===== config.mk =====
export PLATFORM = sky130hd
export DESIGN_NAME = sensor_spi_arbiter
export DESIGN_NICKNAME = d
export VERILOG_FILES = /design/src/rtl/sensor_spi_arbiter.sv
export SDC_FILE = /design/constraint.sdc
export NUM_CORES = 1
export LEC_CHECK = 0
export ABC_AREA = 1
export CAP_MARGIN = 20
export CORE_UTILIZATION = 50
export DETAILED_ROUTE_END_ITERATION = 10
export DONT_BUFFER_PORTS = 1
export PLACE_DENSITY = 0.63
export SYNTH_ARGS = -nofsm -noshare
export SYNTH_HDL_FRONTEND = slang
export SYNTH_SLANG_ARGS = --single-unit

===== constraint.sdc =====
create_clock -name clk -period 2.2 [get_ports clk]
set_input_delay 0.33 -clock clk [delete_from_list [all_inputs] [get_ports clk]]
set_output_delay 0.33 -clock clk [all_outputs]
set_load 0.05 [all_outputs]

===== src/rtl/sensor_spi_arbiter.sv =====
// Round-robin arbiter sharing one spi_master between two bno085 controllers.
// A controller's cs_n low is its request; the granted side sees the master handshake.
module sensor_spi_arbiter #(
    parameter int unsigned GAP_CYCLES     = 4,
    parameter int unsigned TIMEOUT_CYCLES = 300000
) (
    input  logic       clk,
    input  logic       fpga_rst_n,
    input  logic [1:0] req_cs_n,
    input  logic [1:0] req_start,
    input  logic [1:0] req_tx_valid,
    input  logic [7:0] req_tx_data0,
    input  logic [7:0] req_tx_data1,
    output logic [1:0] req_tx_ready,
    output logic [1:0] req_rx_valid,
    output logic [7:0] req_rx_data0,
    output logic [7:0] req_rx_data1,
    output logic [1:0] req_busy,
    output logic       m_start,
    output logic       m_tx_valid,
    output logic [7:0] m_tx_data,
    input  logic       m_tx_ready,
    input  logic       m_rx_valid,
    input  logic       m_busy,
    input  logic [7:0] m_rx_data,
    output logic       cs_n0,
    output logic       cs_n1,
    output logic [1:0] grant,
    output logic       timeout_err
);

    localparam int unsigned GapW = (GAP_CYCLES > 1) ? $clog2(GAP_CYCLES) : 1;
    localparam int unsigned TmoW = (TIMEOUT_CYCLES > 1) ? $clog2(TIMEOUT_CYCLES) : 1;
    localparam logic [GapW-1:0] GapLast = GapW'(GAP_CYCLES - 1);
    localparam logic [TmoW-1:0] TmoLast = TmoW'(TIMEOUT_CYCLES - 1);

    typedef enum logic [1:0] {StIdle, StGranted, StGap} state_e;

    state_e          state_q;
    logic [1:0]      grant_q;
    logic            rr_ptr_q;
    logic [GapW-1:0] gap_cnt_q;
    logic [TmoW-1:0] tmo_cnt_q;
    logic            timeout_err_q;
    logic [1:0]      blocked_q;

    logic       granted;
    logic       gidx;
    logic [1:0] eff_req;
    logic       tmo_hit;
    logic       release_now;

    assign granted     = (state_q == StGranted);
    assign gidx        = grant_q[1];
    assign eff_req     = ~req_cs_n & ~blocked_q;
    assign tmo_hit     = granted && (tmo_cnt_q == TmoLast);
    assign release_now = granted && ((req_cs_n[gidx] && !m_busy) || tmo_hit);

    always_ff @(posedge clk or negedge fpga_rst_n) begin
        if (!fpga_rst_n) begin
            state_q       <= StIdle;
            grant_q       <= 2'b00;
            rr_ptr_q      <= 1'b0;
            gap_cnt_q     <= '0;
            tmo_cnt_q     <= '0;
            timeout_err_q <= 1'b0;
            blocked_q     <= 2'b00;
        end else begin
            // A timed-out requester stays locked out until its cs_n has gone high once.
            blocked_q <= (tmo_hit ? grant_q : 2'b00) | (blocked_q & ~req_cs_n);
            case (state_q)
                StIdle: begin
                    if (|eff_req) begin
                        state_q   <= StGranted;
                        tmo_cnt_q <= '0;
                        if (eff_req == 2'b11) begin
                            grant_q <= rr_ptr_q ? 2'b10 : 2'b01;
                        end else begin
                            grant_q <= eff_req;
                        end
                    end
                end
                StGranted: begin
                    if (release_now) begin
                        state_q   <= StGap;
                        grant_q   <= 2'b00;
                        rr_ptr_q  <= ~gidx;
                        gap_cnt_q <= '0;
                        if (tmo_hit) begin
                            timeout_err_q <= 1'b1;
                        end
                    end else begin
                        tmo_cnt_q <= tmo_cnt_q + 1'b1;
                    end
                end
                StGap: begin
                    if (gap_cnt_q == GapLast) begin
                        state_q <= StIdle;
                    end else begin
                        gap_cnt_q <= gap_cnt_q + 1'b1;
                    end
                end
                default: begin
                    state_q <= StIdle;
                    grant_q <= 2'b00;
                end
            endcase
        end
    end

    always_comb begin
        cs_n0        = 1'b1;
        cs_n1        = 1'b1;
        m_start      = 1'b0;
        m_tx_valid   = 1'b0;
        m_tx_data    = 8'h00;
        req_tx_ready = 2'b00;
        req_rx_valid = 2'b00;
        req_rx_data0 = 8'h00;
        req_rx_data1 = 8'h00;
        req_busy     = 2'b11;
        if (granted) begin
            if (gidx) begin
                cs_n1           = req_cs_n[1];
                m_start         = req_start[1];
                m_tx_valid      = req_tx_valid[1];
                m_tx_data       = req_tx_data1;
                req_tx_ready[1] = m_tx_ready;
                req_rx_valid[1] = m_rx_valid;
                req_rx_data1    = m_rx_data;
                req_busy[1]     = m_busy;
            end else begin
                cs_n0           = req_cs_n[0];
                m_start         = req_start[0];
                m_tx_valid      = req_tx_valid[0];
                m_tx_data       = req_tx_data0;
                req_tx_ready[0] = m_tx_ready;
                req_rx_valid[0] = m_rx_valid;
                req_rx_data0    = m_rx_data;
                req_busy[0]     = m_busy;
            end
        end
    end

    assign grant       = grant_q;
    assign timeout_err = timeout_err_q;

endmodule

---- Yosys cells after proc, flatten, opt, wreduce, memory -nomap -nowiden ----
Index checks and enable logic that the tools add are counted.
word-level totals
  register bits ........................... 29
  bits of input ports ..................... 35
  output and inout port bits .............. 37
  logic and storage cells ................. 82
cells by class
  add/sub/neg operators ................... 2
  $lt $le $gt $ge ......................... 1
  equal/unequal tests ..................... 10
  multiplexer cells ....................... 40
  bitwise operators ....................... 7
  reductions and logical operators ........ 15
operator list
  operator                                                    number
  2-to-1 mux 8 bit                                            6
  2-to-1 mux 19 bit                                           2
  case mux 19 bit (2 select lines)                            1
  2-to-1 mux 2 bit                                            12
  adder 19 x 1 -> 19 bit, second input constant               1
  equality test 19 bit, second input constant                 1
  2-to-1 mux 1 bit                                            16
  AND reduction 3 bit                                         5
  case mux 2 bit (3 select lines)                             2
  inequality test 2 bit, second input constant                4
  equality test 2 bit, second input constant                  3
  bitwise AND 2 bit                                           2
  NOT 2 bit                                                   2
  case mux 2 bit (2 select lines)                             1
  nonzero test 2 bit                                          2
  logical AND 1 bit                                           3
  adder 2 x 1 -> 2 bit, second input constant                 1
  equality test 2 x 1 -> 1 bit, second input constant         1
  logical NOT 2 bit                                           1
  less-than comparator 1 x 2 -> 1 bit, second input constant  1
  inequality test 2 x 1 -> 1 bit, second input constant       1
  NOT 1 bit                                                   2
  OR 2 bit                                                    1
  AND reduction 2 bit                                         1
  3 further kinds                                             3

---- Logic depth before layout (Yosys ltp) ----
Gate-level depths: netlist (run 1).
  depth after elaboration ................. 7
  mapped depth ............................ 11
  mapped depth without buffers ............ 10

---- Worst setup path before layout (run 1) ----
Ideal clock, no wire load.
  path kind ............................... register to output
  start ................................... register grant_q[1] (netlist: grant[1])
  end ..................................... output port req_rx_data1[0]
  arrival ................................. 1,906 ps
  required time ........................... 1,870 ps
  path slack .............................. -36 ps
  stages on the path, launching flop included .. 5
  path buffers ............................ 0
  cell sequence ........................... dfrtp_1 -> inv_1 -> nor2_1 -> clkinv_1 -> nor2_1
on the way
  longest elaborated chain between the ends .. 2
ends and longest elaborated chain
  what                    RTL line  source
  from (decl)             40        logic [1:0] grant_q;
  from (signal assigned)  77        grant_q <= rr_ptr_q ? 2'b10 : 2'b01;
  from (signal assigned)  79        grant_q <= eff_req;
  2-to-1 mux 8 bit        123       if (gidx) begin
  2-to-1 mux 8 bit        122       if (granted) begin
  to (decl)               17        output logic [7:0] req_rx_data1,
No other way between the ends.

---- Worst setup path after layout (run 1) ----
  start ................................... register state_q[0]
  end ..................................... output port m_tx_valid
on the way
  longest elaborated chain between the ends .. 2
ends and longest elaborated chain
  what                          RTL line  source
  from (decl)                   39        state_e state_q;
  from (signal assigned)        61        state_q <= StIdle;
  from (signal assigned)        74        state_q <= StGranted;
  from (signal assigned)        85        state_q <= StGap;
  equality test 2 x 1 -> 1 bit  53        assign granted = (state_q == StGranted);
  2-to-1 mux 1 bit              122
  to (decl)                     20        output logic m_tx_valid,
No other way between the ends.

==> results of run 1 <==
path summary, 6_finish.rpt:
kind / from / end / depth (start not counted)
max: state_q[0]$_DFFE_PN0P_ / m_tx_valid / 7
min reg2reg: gap_cnt_q[1]$_DFFE_PN0P_ / gap_cnt_q[1]$_DFFE_PN0P_ / 2
min: req_cs_n[1] / blocked_q[1]$_DFF_PN0_ / 1
max reg2reg: tmo_cnt_q[0]$_DFFE_PN0P_ / tmo_cnt_q[16]$_DFFE_PN0P_ / 9
min in group asynchronous: fpga_rst_n / tmo_cnt_q[11]$_DFFE_PN0P_ / 2
max in group asynchronous: fpga_rst_n / tmo_cnt_q[1]$_DFFE_PN0P_ / 2
where the power goes:
group / total (mW) / switching, mW / internal, mW
Clock: 0.560 / 0.221 / 0.339
Sequential: 0.728 / 0.116 / 0.611
Combinational: 2.18 / 1.44 / 0.740
Total: 3.47 / 1.78 / 1.69
placed cells by master, fill, tap and decap left out, types with 4 or more instances in the layout:
cell | Yosys | layout
inv_2 | 1 | 4
nand2_1 | 108 | 108
nand3_1 | 26 | 26
nor2_1 | 64 | 62
o21ai_0 | 4 | 4
inv_1 | 40 | 39
buf_12 | 0 | 11
buf_4 | 1 | 28
clkbuf_8 | 0 | 5
dfrtp_1 | 29 | 29
a22o_1 | 10 | 10
nand4_1 | 4 | 4
sequential cells by signal, summed over array words and instances (netlist names):
| signal | cells |
|---|---|
| grant | 2 |
| blocked_q | 2 |
| rr_ptr_q | 1 |
| gap_cnt_q | 2 |
| timeout_err | 1 |
| state_q | 2 |
| tmo_cnt_q | 19 |
Yosys cell counts (all sizes together):
library cell	instances	area [sq um]
nand2	111	429
nor2	66	258
inv	41	154
dfrtp	29	726
nand3	27	140
a22o	10	87.6
buf	6	45.0
o21ai	5	28.8
nand4	4	25.0
xor2	3	26.3
a21oi	2	10.0
clkinv	2	7.51
ha	2	25.0
nor3	2	10.0
o21bai	2	15.0
o22ai	2	12.5
xnor2	2	17.5
clkbuf	1	3.75
nor3b	1	7.51
o211ai	1	7.51
or2	1	6.26
logic make-up (layout without fill, tap and decap cells):
kind of cell             Yosys count  count (layout)
AND/OR/NAND/NOR                  212             212
buffers and inverters             50              91
flip-flops                        29              29
AO/OA/AOI/OAI                     22              22
XOR/XNOR                           5               5
adder cells (fa/ha/maj)            2               2
stage by stage:
step / util, % / worst slack (ps) / power [mW] / hold slack (ps) / instance area, sq um
after global placement: 64.9 / 329 / 2.88 / 35.0 / 2460
after detailed placement: 64.9 / 307 / 2.90 / 35.0 / 2460
after global routing: 68.8 / 28.5 / 3.64 / 149 / 2610
after floorplan: - / -36.2 / 2.16 / 34.4 / 2040
after CTS: 68.7 / 33.2 / 3.48 / 141 / 2610
final: 68.8 / 201 / 3.47 / 144 / 2610
worst reg2reg max path: cells and delay by family, from the launching register on:
kind | cells | cell delay, ps
AND/OR/NAND/NOR | 8 | 1230
flip-flops | 1 | 430
adder cells (fa/ha/maj) | 1 | 220
metal layers:
layer / track usage (%) / routed length [microns]
met1: 32.6 / 2280
met2: 43.0 / 2570
met3: 4.83 / 380
met4: 10.6 / 78
met5: 0 / 0
area by class of cell:
type | count | area (sq um) | share of cell area (%)
clock buffer | 5 | 68.8 | 2.63
clock inverter | 3 | 46.3 | 1.77
inverter | 43 | 161 | 6.18
multi-input combinational | 241 | 1110 | 42.5
sequential | 29 | 726 | 27.8
tap | 48 | 60.1 | 2.30
timing repair buffer | 40 | 440 | 16.9
what timing repair did:
| action | in CTS | in global routing |
|---|---|---|
| hold buffers | 2 | 0 |
| gates resized for setup | 0 | 5 |
| hold endpoints to repair | 29 | 0 |
| setup endpoints to repair | 0 | 30 |
==> results.py, run 1 <==
metrics = {
    "yosys": {
        "synth.net_count": 357,
        "synth_area_per_cell_sq_um": 6.38,
        "synth-seq-cells": 29,
        "synth_xor_area_share_pct": 2.14,
        "yosysWarnings": 0,
        "synth_cell_type_count": 30,
        "synth_top_family_by_area": "simple AND/OR/NAND/NOR gates",
        "synth_compound_area_share_pct": 7.90,
        "synth_cells": 320,
        "muxShareOfSynthArea_pct": 0,
        "synth_area_sq_um": 2040,
        "synth_adder_area_share_pct": 1.23,
        "synthSimpleGateAreaFrac_pct": 42.9,
        "seq_area_frac_synth_pct": 35.5,
    },
    "power": {
        "ir_drop_uv": 787,
        "p_leak_nw": 1.31,
        "power_density_nw_per_um2": 1330,
    },
    "placement": {
        "hpwlAfterDp_microns": 4020,
        "io_buffers": 0,
        "gp_congestion": 0.924,
        "place_inst": 399,
    },
    "sta": {
        "fmax_mhz": 500,
        "rsz0062_at_grt": "false",
        "timing.final.crit_share_pct": 90.9,
        "relSlewSlack_pct": 65.5,
        "hold_viol": 0,
        "setup_viol_count_final": 0,
        "min_period_ps": 2000,
        "worstMarginPinSlew_ps": 517,
        "skew_ps": 5.32,
        "tns_ps": 0,
        "drv_slew": 0,
    },
    "clocking": {
        "ctsRootBufferMaster": "clkbuf_8",
        "worstSkewPairLatency_ps": 280,
        "cts_buffer_depth": 2,
        "cts_tree": "built",
        "cts.clk_slew.worst_paths_ps": 70,
        "numCtsBuffers": 5,
        "ctsHtreeMaxLevel": 2,
        "cts_setup_buffers": 0,
        "cts.sinks": 29,
    },
    "critical_path": {
        "arrival_ps": 1670,
        "critPathKind": "register to primary output",
        "startpoint_type": "register",
        "crit_path_top_delay_cell": "dfrtp_1",
        "path_max_fanout": 12,
        "max_stage_delay_ps": 410,
        "required_ps": 1870,
        "end_kind": "primary output",
        "path_delay_family": "buffers and inverters",
        "worst_path_most_repeated_cell": "inv_2",
        "rrSetupSlack_ps": 260,
        "cp.buffers_inverters": 4,
        "crit_chain": "inv_2 -> nor2_4 -> inv_2 -> nor2_2 -> buf_4 -> a22o_1 -> buf_12",
    },
    "die": {
        "core_area_sq_um": 3800,
        "rows": 22,
        "die_area_sq_um": 4340,
        "num_io_pins": 72,
        "fp.dieH_microns": 65.9,
        "initial_core_util_pct": 53.8,
        "die_width_microns": 65.9,
    },
    "routing": {
        "num_vias": 2143,
        "dr.first_iter.drc_count": 158,
        "routed_via_density": 5.24,
        "wl_microns": 5300,
        "route.detailed.wl_per_inst_microns": 13.0,
        "drc_errors": 0,
        "firstDrtPassIters": 5,
        "ant_nets": 0,
    },
    "grt": {
        "antenna_found_initial": 0,
        "grt.total_usage_pct": 25.9,
        "grt_max_degree": 30,
        "grt_pass1_vias": 1959,
        "grt_pass1_wl_microns": 8560,
        "overflow": 0,
    },
    "final_layout": {
        "final_layout_size_suffix_gt1_share_pct": 16.9,
        "nNetsFinal": 397,
        "area_growth_pct": 28.0,
        "fin_cells": 409,
        "num_antenna_cells": 0,
        "num-fill-cells": 319,
    },
    "worst_hold_path": {
        "hold_path.class": "input pin to register",
    },
    "status": {
        "status": "complete, no violations",
    },
    "flow_run": {
        "drv_cap": 0,
    },
}
Note: power is estimated with default switching activity, not from simulation.
==> inputs of run 2 (changes only) <==
Settings changed: CTS_BUF_LIST from default to sky130_fd_sc_hd__clkbuf_2, PLACE_DENSITY 0.63 to 0.69.
==> results.py, run 2 (synthesis results as in run 1) <==
metrics = {
    "placement": {
        "hpwlAfterDp_microns": 3980,
        "io_buffers": 0,
        "preCtsSetupSlack_ps": 335,
        "place_inst": 399,
        "detailed_place.area_sq_um": 2460,
        "gp_congestion": 0.917,
    },
    "sta": {
        "worstMarginPinSlew_ps": 505,
        "layout_setup_ws_ps": 117,
        "fmax_mhz": 480,
        "setup_viol_count_final": 0,
        "timing.final.crit_share_pct": 94.7,
        "hold_viol": 0,
        "hold_slack_ps": 50.6,
        "rsz0062_at_grt": "false",
        "min_period_ps": 2080,
        "relSlewSlack_pct": 66.3,
        "drv_slew": 0,
        "tns_ps": 0,
        "skew_ps": 14.7,
    },
    "grt": {
        "grt_max_degree": 30,
        "grt.total_usage_pct": 26.0,
        "grt_pass1_vias": 1896,
        "grt_pass1_wl_microns": 8690,
        "antenna_found_initial": 0,
        "overflow": 0,
    },
    "clocking": {
        "numCtsBuffers": 5,
        "ctsRootBufferMaster": "clkbuf_2",
        "cts.sinks": 29,
        "cts.clk_slew.worst_paths_ps": 170,
        "cts_tree": "built",
        "worstSkewPairLatency_ps": 360,
        "cts_buffer_depth": 2,
        "ctsHtreeMaxLevel": 2,
    },
    "status": {
        "status": "complete, no violations",
    },
    "die": {
        "die_width_microns": 65.9,
        "rows": 22,
        "die_area_sq_um": 4340,
        "fp.dieH_microns": 65.9,
        "initial_core_util_pct": 53.8,
        "core_area_sq_um": 3800,
        "num_io_pins": 72,
    },
    "final_layout": {
        "largest_reg_flops": 19,
        "top_register": "tmo_cnt_q",
        "most-common-layout-cells": "108 x nand2_1, 62 x nor2_1, 40 x inv_1",
        "final_common_cell": "nand2_1",
        "fin_cells": 412,
        "num_antenna_cells": 0,
        "final_layout_size_suffix_gt1_share_pct": 17.3,
        "utilization_pct": 68.5,
        "area_growth_pct": 27.4,
        "nNetsFinal": 400,
        "final_area_sq_um": 2600,
    },
    "routing": {
        "dr.first_iter.drc_count": 114,
        "wl_microns": 5320,
        "routed_via_density": 5.30,
        "num_vias": 2184,
        "drc_errors": 0,
        "firstDrtPassIters": 5,
        "route.detailed.wl_per_inst_microns": 12.9,
        "ant_nets": 0,
    },
    "critical_path": {
        "end_kind": "primary output",
        "arrival_ps": 1750,
        "required_ps": 1870,
        "path_max_fanout": 6,
        "rrSetupSlack_ps": 270,
        "critPathKind": "register to primary output",
        "startpoint_type": "register",
    },
    "power": {
        "ir_drop_uv": 822,
        "p_leak_nw": 1.31,
        "power_density_nw_per_um2": 1290,
        "total_power_mw": 3.37,
    },
    "worst_hold_path": {
        "hold_path.class": "input pin to register",
    },
    "flow_run": {
        "drv_cap": 0,
    },
}
-- run 2: path summary, 6_finish.rpt --
check,startpoint,endpoint,cells past startpoint
max,state_q[1]$_DFFE_PN0P_,m_tx_valid,6
min reg2reg,gap_cnt_q[1]$_DFFE_PN0P_,gap_cnt_q[1]$_DFFE_PN0P_,2
max in group asynchronous,fpga_rst_n,blocked_q[0]$_DFF_PN0_,2
min in group asynchronous,fpga_rst_n,tmo_cnt_q[5]$_DFFE_PN0P_,2
max reg2reg,tmo_cnt_q[0]$_DFFE_PN0P_,tmo_cnt_q[7]$_DFFE_PN0P_,9
min,req_cs_n[1],blocked_q[1]$_DFF_PN0_,1
-- run 2: final cells by class --
class	count	area [sq um]
flip-flops and latches	29	727
clock buffers	5	25.0
multi-input cells	241	1120
well taps	48	60.1
clock inverters	3	41.3
fillers	329	1200
repair buffers	43	464
inverters	43	163
-- run 2: power by group --
group	total, mW	internal, mW	leakage [nW]	switching [mW]
Combinational	2.25	0.784	0.882	1.47
Clock	0.385	0.188	0.0366	0.196
Sequential	0.732	0.612	0.392	0.119
Total	3.37	1.58	1.31	1.78
-- run 2: what timing repair did --
action / CTS / global route
endpoints found under the setup margin: 10 / 31
hold buffers: 2 / 0
endpoints found under the hold margin: 29 / 0
cloned: 0 / 1
buffers inserted: 0 / 2
gates resized for setup: 1 / 8
-- run 2: critical path, cell delays in order, from the launching register on --
cell and delay, ps:
dfrtp_1 460, nor2_4 150, inv_1 120, nor2_4 120, buf_2 180, a22o_1 200
buf_12 150
-- run 2: per-layer routing --
metal / vias to the layer above / part of all wire, % / GRT usage (%)
li1: 1078 / - / -
met1: 1021 / 43 / 36.3
met2: 83 / 50 / 41.7
met3: 2 / 6.9 / 4.83
met4: 0 / 0.32 / 5.16
met5: - / 0 / 0
